File: src/rtl/fifo_stream_arbiter.sv
// Round-robin merge of N_SRC first-word-fall-through source FIFOs into one FWFT read port.
// Latency: data/empty/read-forwarding are combinational from the registered grant; a new grant lands one cycle after its request.
// Backpressure: FIFO_READ reaches only the granted source while it is non-empty; reads against an empty merged port are dropped.
module fifo_stream_arbiter #(
  parameter int N_SRC     = 4,
  parameter int DEF_BURST = 16,
  parameter int VERSION   = 1
) (
  input  logic                 BUS_CLK,
  input  logic                 BUS_RST,
  input  logic [15:0]          BUS_ADD,
  input  logic [7:0]           BUS_DATA_IN,
  input  logic                 BUS_RD,
  input  logic                 BUS_WR,
  output logic [7:0]           BUS_DATA_OUT,
  output logic [N_SRC-1:0]     IN_FIFO_READ,
  input  logic [N_SRC-1:0]     IN_FIFO_EMPTY,
  input  logic [32*N_SRC-1:0]  IN_FIFO_DATA,
  input  logic                 FIFO_READ,
  output logic                 FIFO_EMPTY,
  output logic [31:0]          FIFO_DATA,
  output logic [N_SRC-1:0]     GRANT
);

  localparam int IW = (N_SRC > 1) ? $clog2(N_SRC) : 1;

  typedef enum logic {IDLE, HOLD} state_t;

  state_t            state_q, state_d;
  logic [IW-1:0]     gidx_q, gidx_d;
  logic [IW-1:0]     rr_q, rr_d;
  logic [7:0]        bcnt_q, bcnt_d;
  logic [7:0]        burst_q;
  logic [N_SRC-1:0]  en_mask_q;
  logic [15:0]       cnt_q [N_SRC];

  logic [31:0]       src_dat [N_SRC];
  logic [N_SRC-1:0]  grant_vec;
  logic [N_SRC-1:0]  req;
  logic              granted;
  logic              accept;
  logic              rel_hold;
  logic              pick_vld;
  logic [IW-1:0]     pick_idx;
  logic [IW-1:0]     pick_base;
  logic [IW-1:0]     scan_idx;
  logic              cnt_clr;
  logic [IW-1:0]     cnt_sel;
  logic [7:0]        rd_mux;

  // Slice the flat source data bus into per-source words
  for (genvar i = 0; i < N_SRC; i++) begin : g_src
    assign src_dat[i] = IN_FIFO_DATA[32*i +: 32];
  end

  // Output datapath steered purely by the registered grant
  always_comb begin
    granted   = (state_q == HOLD);
    grant_vec = '0;
    for (int i = 0; i < N_SRC; i++) begin
      grant_vec[i] = granted && (gidx_q == IW'(i));
    end
    FIFO_EMPTY = granted ? IN_FIFO_EMPTY[gidx_q] : 1'b1;
    FIFO_DATA  = granted ? src_dat[gidx_q] : 32'h0;
  end

  // A read only counts when the merged port actually has a word
  assign accept       = FIFO_READ & ~FIFO_EMPTY;
  assign IN_FIFO_READ = grant_vec & {N_SRC{accept}};
  assign GRANT        = grant_vec;
  assign req          = ~IN_FIFO_EMPTY & en_mask_q;

  // Round-robin pick: first requester after the base, wrapping so the base itself is last
  always_comb begin
    pick_vld  = 1'b0;
    pick_idx  = '0;
    scan_idx  = '0;
    pick_base = granted ? gidx_q : rr_q;
    for (int k = N_SRC; k >= 1; k--) begin
      scan_idx = IW'((int'(pick_base) + k) % N_SRC);
      if (req[scan_idx]) begin
        pick_vld = 1'b1;
        pick_idx = scan_idx;
      end
    end
  end

  // Grant FSM: release on burst limit, source empty or source disabled, re-arbitrating at the same edge
  always_comb begin
    state_d  = state_q;
    gidx_d   = gidx_q;
    rr_d     = rr_q;
    bcnt_d   = bcnt_q;
    rel_hold = 1'b0;
    case (state_q)
      IDLE: begin
        if (pick_vld) begin
          state_d = HOLD;
          gidx_d  = pick_idx;
          bcnt_d  = 8'd0;
        end
      end
      HOLD: begin
        rel_hold = (accept && (burst_q != 8'd0) && (bcnt_q == burst_q - 8'd1))
                 || IN_FIFO_EMPTY[gidx_q]
                 || !en_mask_q[gidx_q];
        if (rel_hold) begin
          rr_d   = gidx_q;
          bcnt_d = 8'd0;
          if (pick_vld) begin
            gidx_d = pick_idx;
          end else begin
            state_d = IDLE;
          end
        end else if (accept) begin
          bcnt_d = bcnt_q + 8'd1;
        end
      end
      default: state_d = IDLE;
    endcase
  end

  // Arbiter state registers; pointer starts at the last source so source 0 wins first
  always_ff @(posedge BUS_CLK) begin
    if (BUS_RST) begin
      state_q <= IDLE;
      gidx_q  <= '0;
      rr_q    <= IW'(N_SRC - 1);
      bcnt_q  <= 8'd0;
    end else begin
      state_q <= state_d;
      gidx_q  <= gidx_d;
      rr_q    <= rr_d;
      bcnt_q  <= bcnt_d;
    end
  end

  assign cnt_clr = BUS_WR && (BUS_ADD == 16'd0);

  // Configuration registers written from the local bus
  always_ff @(posedge BUS_CLK) begin
    if (BUS_RST) begin
      en_mask_q <= '1;
      burst_q   <= 8'(DEF_BURST);
    end else if (BUS_WR) begin
      if (BUS_ADD == 16'd1) en_mask_q <= BUS_DATA_IN[N_SRC-1:0];
      if (BUS_ADD == 16'd2) burst_q   <= BUS_DATA_IN;
    end
  end

  // Per-source word counters; a bus clear overrides a read landing in the same cycle
  always_ff @(posedge BUS_CLK) begin
    if (BUS_RST || cnt_clr) begin
      for (int i = 0; i < N_SRC; i++) cnt_q[i] <= 16'd0;
    end else if (accept) begin
      cnt_q[gidx_q] <= cnt_q[gidx_q] + 16'd1;
    end
  end

  // Read-back mux for the register map; unmapped addresses return zero
  always_comb begin
    rd_mux  = 8'h00;
    cnt_sel = IW'((BUS_ADD - 16'd4) >> 1);
    if (BUS_ADD == 16'd0) begin
      rd_mux = 8'(VERSION);
    end else if (BUS_ADD == 16'd1) begin
      rd_mux[N_SRC-1:0] = en_mask_q;
    end else if (BUS_ADD == 16'd2) begin
      rd_mux = burst_q;
    end else if (BUS_ADD == 16'd3) begin
      rd_mux[N_SRC-1:0] = grant_vec;
    end else if (BUS_ADD < 16'(4 + 2*N_SRC)) begin
      rd_mux = BUS_ADD[0] ? cnt_q[cnt_sel][15:8] : cnt_q[cnt_sel][7:0];
    end
  end

  // Registered read data, valid the cycle after the read strobe
  always_ff @(posedge BUS_CLK) begin
    if (BUS_RST) begin
      BUS_DATA_OUT <= 8'h00;
    end else if (BUS_RD) begin
      BUS_DATA_OUT <= rd_mux;
    end
  end

endmodule
File: config.mk
export PLATFORM = sky130hd
export DESIGN_NAME = fifo_stream_arbiter
export DESIGN_NICKNAME = d
export VERILOG_FILES = /design/src/rtl/fifo_stream_arbiter.sv
export SDC_FILE = /design/constraint.sdc
export NUM_CORES = 1
export LEC_CHECK = 0
export BUFFER_PORTS_ARGS = -buffer_cell sky130_fd_sc_hd__clkbuf_2
export CAP_MARGIN = 10
export CORE_MARGIN = 4
export CORE_UTILIZATION = 48
export CTS_BUF_LIST = sky130_fd_sc_hd__clkbuf_4
export CTS_CLUSTER_SIZE = 10
export DETAILED_ROUTE_END_ITERATION = 16
export PLACE_DENSITY_LB_ADDON = 0.25
export SLEW_MARGIN = 25
export SYNTH_ARGS = -nofsm -noshare
export SYNTH_HDL_FRONTEND = slang
export SYNTH_SLANG_ARGS = --single-unit
File: constraint.sdc
create_clock -name BUS_CLK -period 5.2 [get_ports BUS_CLK]
set_input_delay 0 -clock BUS_CLK [delete_from_list [all_inputs] [get_ports BUS_CLK]]
set_output_delay 0 -clock BUS_CLK [all_outputs]
set_load 0.01 [all_outputs]
After elaboration in Yosys (flattened, before gate mapping)

Memory sizes are Yosys's and may differ from the RTL's. A register that Yosys moved wholly into a read port is not among the register bits.
Cells that the tools add are included.

Register bits: 33
RAM bits: 64
Bits of input ports: 161
Output and inout port bits: 49
Memories: 1

Add/sub/neg operators: 8
Magnitude comparators: 7
Equal/unequal tests: 10
Multiplexer cells: 54
Bitwise gates (word level): 7
Reductions and logical operators: 19

Memory list:

| memory | words | width | rd ports | clocked after memory_dff | write ports | line | RTL |
|---|---|---|---|---|---|---|---|
| cnt_q  | 4     | 16    | 2        | 1                        | 4           | 35   | `logic [15:0] cnt_q [N_SRC];` |

Operators with widths:

| cell                                                  | number |
|---|---|
| 2-to-1 mux 32 bit                                     | 3 |
| binary-select mux 32 bit (select 2 bit)               | 1 |
| 2-to-1 mux 8 bit                                      | 7 |
| equality test 16 x 2 -> 1 bit (second input constant) | 2 |
| 2-to-1 mux 2 bit                                      | 10 |
| 2-to-1 mux 1 bit                                      | 19 |
| adder 16 x 1 -> 16 bit (second input constant)        | 1 |
| equality test 16 x 1 -> 1 bit (second input constant) | 1 |
| zero test 16 bit                                      | 1 |
| < comparator 16 x 4 -> 1 bit (second input constant)  | 1 |
| 2-to-1 mux 16 bit                                     | 1 |
| 2-to-1 mux 4 bit                                      | 4 |
| case mux 8 bit (2 select lines)                       | 1 |
| OR reduction 16 bit                                   | 1 |
| < comparator 2 x 3 -> 1 bit (second input constant)   | 5 |
| binary-select mux 1 bit (select 2 bit)                | 6 |
| adder 8 x 1 -> 8 bit (second input constant)          | 1 |
| bitwise AND 4 bit                                     | 2 |
| equality test 8 bit                                   | 1 |
| AND reduction 2 bit                                   | 4 |
| nonzero test 8 bit                                    | 1 |
| subtractor 8 x 1 -> 8 bit (second input constant)     | 1 |
| logical AND 1 bit                                     | 7 |
| adder 2 x 1 -> 2 bit (second input constant)          | 2 |
| 17 further kinds                                      | 22 |

Longest topological paths before layout

Depth in word-level cells: 13
Depth in mapped cells: 9
Gate-level depth less buffers: 8

Worst setup path after synthesis

No wires, ideal clock.

Path kind: flip-flop to flip-flop
Start: register gidx_q[0]
End: memory cnt_q[0][0] (enable)
Library setup time: 0.411 ns
Arrival time: 2.291 ns
Path slack: 2.498 ns
Cell stages (with the launch flop): 6
Path buffers: 1
Clock period less this slack: 2.702 ns
Cells stage by stage: dfxtp_1 > buf_2 > mux2_2 > nor3_1 > nor2_1 > o21ai_0

RTL lines:

| item                   | line | RTL |
|---|---|---|
| start, declared        | 30   | `logic [IW-1:0] gidx_q, gidx_d;` |
| start signal, assigned | 132  | `gidx_q <= gidx_d;` |
| end, declared          | 35   |  |

==> out/metrics.yaml <==
timing:
  tns_ns: 0
  hold_violations: 0
  slew_headroom: 0.292
  skew_ns: 0.0115
  worst_slew_pin_slew_ns: 1.06
  rsz0062_at_grt: "no"
  fin_crit_sh: 0.572
  max_freq_mhz: 336
  setup_viol: 0
  drv_slew: 0
  period_needed_ns: 2.97
drt:
  via_count: 5721
  avgViaCountPerCell: 5.90
  drt-initial-drc-count: 496
  first_pass_iters: 5
  wl_um: 20100
  drc_errors: 0
  detail-route-antenna-nets: 0
  drt-wirelength-per-cell_um: 20.7
clock_network:
  numCtsBuffers: 9
  cts_root_buf: "clkbuf_4"
  numClockSinks: 99
  clk_path_buf_depth: 2
  cts-htree-levels: 3
  post_cts_buffers: 0
  clk_transition_reported_paths_ns: 0.16
  tritoncts: "built"
  clk_latency_ns: 0.48
logic_synthesis:
  synth.avg_cell_area_sq_um: 11.0
  yosysWarningCount: 0
  synthAdderAreaFrac: 0.00574
  synth_cell_type_count: 57
  synth_seq_area_share: 0.401
  synthSimpleGateAreaFrac: 0.191
  synth_xor_xnor_area_share: 0.0295
  synth_compound_area_frac: 0.0846
  synthesis.area_sq_um: 6540
  synth_fp_nets: 760
  synth_edf_count: 64
  syn_inst: 596
  ys_seq_elements: 99
  synth_mux_area_frac: 0.253
  ys.flop_type: "edfxtp_1"
  synth-async-reset-ratio: 0
  synth_top_family_by_area: "multiplexers"
grt:
  grt_max_degree: 46
  grt_pass1_vias: 5885
  gr-total-overflow: 0
  grt_antenna_before_repair: 0
  grt_use_total: 0.257
  grt_pass1_wl_um: 31800
floorplan:
  die_h_um: 125
  row_count: 42
  core_sq_um: 13300
  dieArea_sq_um: 15500
  die_x_um: 125
  start_util: 0.492
  io_pins: 210
placement:
  port_buffers: 209
  gp_congestion: 0.938
  dp_cells: 943
  hpwl_um: 15200
setup_path:
  crit_path_cell_trace: "nand3_1, nor2_1, nor2_1, o21ai_2"
  crit_top_cell: "nor2_1"
  crit_slowest_cell: "dfxtp_2"
  cp.arrival_ns: 3.09
  cp_max_fo: 45
  cp-end-kind: "flip-flop"
  startpoint_type: "flip-flop"
  crit_required_ns: 5.32
  slowest_delay_ns: 1.00
  worstSetupPathType: "flip-flop to flip-flop"
cells_and_area:
  finalNonFillerCells: 970
  areaGrowthSynthToFinish_pct: 21.6
  fillers: 1123
  drive_gt1_frac: 0.394
  final_nets: 953
  num_antenna_cells: 0
power:
  p_leak_nw: 3.27
  powerDensity_nw_per_um2: 244
  ir_drop_mv: 0.168
outcome:
  status: "finished, final reports clean"
job:
  maxCapViolCount: 0
min_path:
  hold_path_class: "input port to flip-flop"
[cells in the final DEF, fill, tap and decap left out, types with 5 or more instances in the layout]
cell type,count
o2bb2ai_1,5
nor3_1,10
inv_1,16
xor2_1,12
clkbuf_2,209
and3_1,5
nand3_1,18
nand2_1,49
xnor2_1,10
clkbuf_4,10
a31oi_1,6
o22ai_1,5
dfxtp_1,32
mux4_2,64
dlygate4sd3_1,11
a21oi_1,17
nand2b_1,13
mux2i_1,18
o21ai_0,10
edfxtp_1,64
nor2_1,81
nand4_1,7
and2_1,41
[metal layers]
metal | part of all wire | vias to the layer above | global-route usage
met1 | 0.41 | 2815 | 0.330
met4 | 0.026 | 0 | 0.0825
met3 | 0.065 | 46 | 0.0540
li1 | - | 2627 | -
met5 | 0 | - | 0
met2 | 0.50 | 233 | 0.435
[power breakdown]
part / internal, W / leakage [nW] / switching (W)
Clock: 0.000158 / 0.0793 / 0.000281
Combinational: 0.000289 / 2.24 / 0.000271
Sequential: 0.000877 / 0.947 / 0.0000623
Total: 0.00132 / 3.27 / 0.000614
[critical path: cells and delay by family, from the launching register on]
family / cells / cell delay [ns]
DFF: 1 / 1.00
AOI/OAI and AO/OA: 1 / 0.87
and+or+nand+nor: 3 / 0.72
[logic make-up (layout without fill, tap and decap cells)]
family | after synthesis | in the layout
muxes | 85 | 85
AOI/OAI and AO/OA | 78 | 78
DFF | 99 | 99
and+or+nand+nor | 251 | 251
xor gates and xnor gates | 22 | 22
adders and majority gates | 3 | 3
buffers and inverters | 58 | 256
[through the flow]
step | total power, W | instance area (sq um) | setup slack (ns) | util | hold WS (ns)
floorplan | 0.00132 | 6540 | 2.50 | - | 0.124
global placement | 0.00149 | 7680 | 2.23 | 0.577 | 0.221
detailed placement | 0.00151 | 7680 | 2.21 | 0.577 | 0.227
CTS | 0.00195 | 7930 | 2.18 | 0.597 | 0.0191
global route | 0.00203 | 7950 | 2.02 | 0.598 | 0.0453
finish | 0.00194 | 7950 | 2.23 | 0.598 | 0.0373
[timing repair]
| action | in CTS | in global routing |
|---|---|---|
| gates resized for setup | 0 | 0 |
| hold endpoints to repair | 16 | 0 |
| hold buffers | 11 | 0 |
[cell type report]
type,instances,area (sq um),share of cell area
Clock inverter,6,71.3,0.00897
Multi-Input combinational cell,439,3710,0.467
Inverter,16,60.1,0.00756
Timing Repair Buffer,224,1190,0.149
Clock buffer,10,75.1,0.00944
Sequential cell,99,2630,0.330
Tap cell,176,220,0.0277
[Yosys cell counts, types with 4 or more instances]
library cell	number	area, sq um
nor2_1	81	304
edfxtp_1	64	1920
mux4_2	64	1440
nand2_1	49	184
and2_1	41	257
dfxtp_1	35	701
clkbuf_1	30	113
mux2i_1	18	180
nand3_1	18	90.1
a21oi_1	17	85.1
inv_1	16	60.1
nand2b_1	13	81.3
o21ai_0	13	65.1
xor2_1	12	105
nor3_1	10	50.1
xnor2_1	10	87.6
nand4_1	7	43.8
a31oi_1	6	37.5
buf_2	6	30.0
and3_1	5	31.3
buf_1	5	18.8
o22ai_1	5	31.3
o2bb2ai_1	5	43.8
a2bb2oi_1	4	35.0
nor2b_1	4	25.0
nor4_1	4	25.0
or2_2	4	25.0
[state kept, by name (all words and copies together) (netlist names), named ones only]
signal / flops
cnt_q: 64
gidx_q: 2
en_mask_q: 4
burst_q: 8
granted: 1
rr_q: 2
bcnt_q: 8
BUS_DATA_OUT: 8
[worst paths after layout]
| kind | endpoint | start | slack, ns | cells past startpoint |
|---|---|---|---|---|
| max reg2reg | cnt_q[1][15] | gidx_q[1] | 2.23 | 4 |
| min | gidx_q[1] | IN_FIFO_EMPTY[2] | 0.04 | 5 |
| max | cnt_q[1][15] | gidx_q[1] | 2.23 | 4 |
| min reg2reg | BUS_DATA_OUT[1] | BUS_DATA_OUT[1] | 0.48 | 2 |
Note: power is estimated with default switching activity, not from simulation.
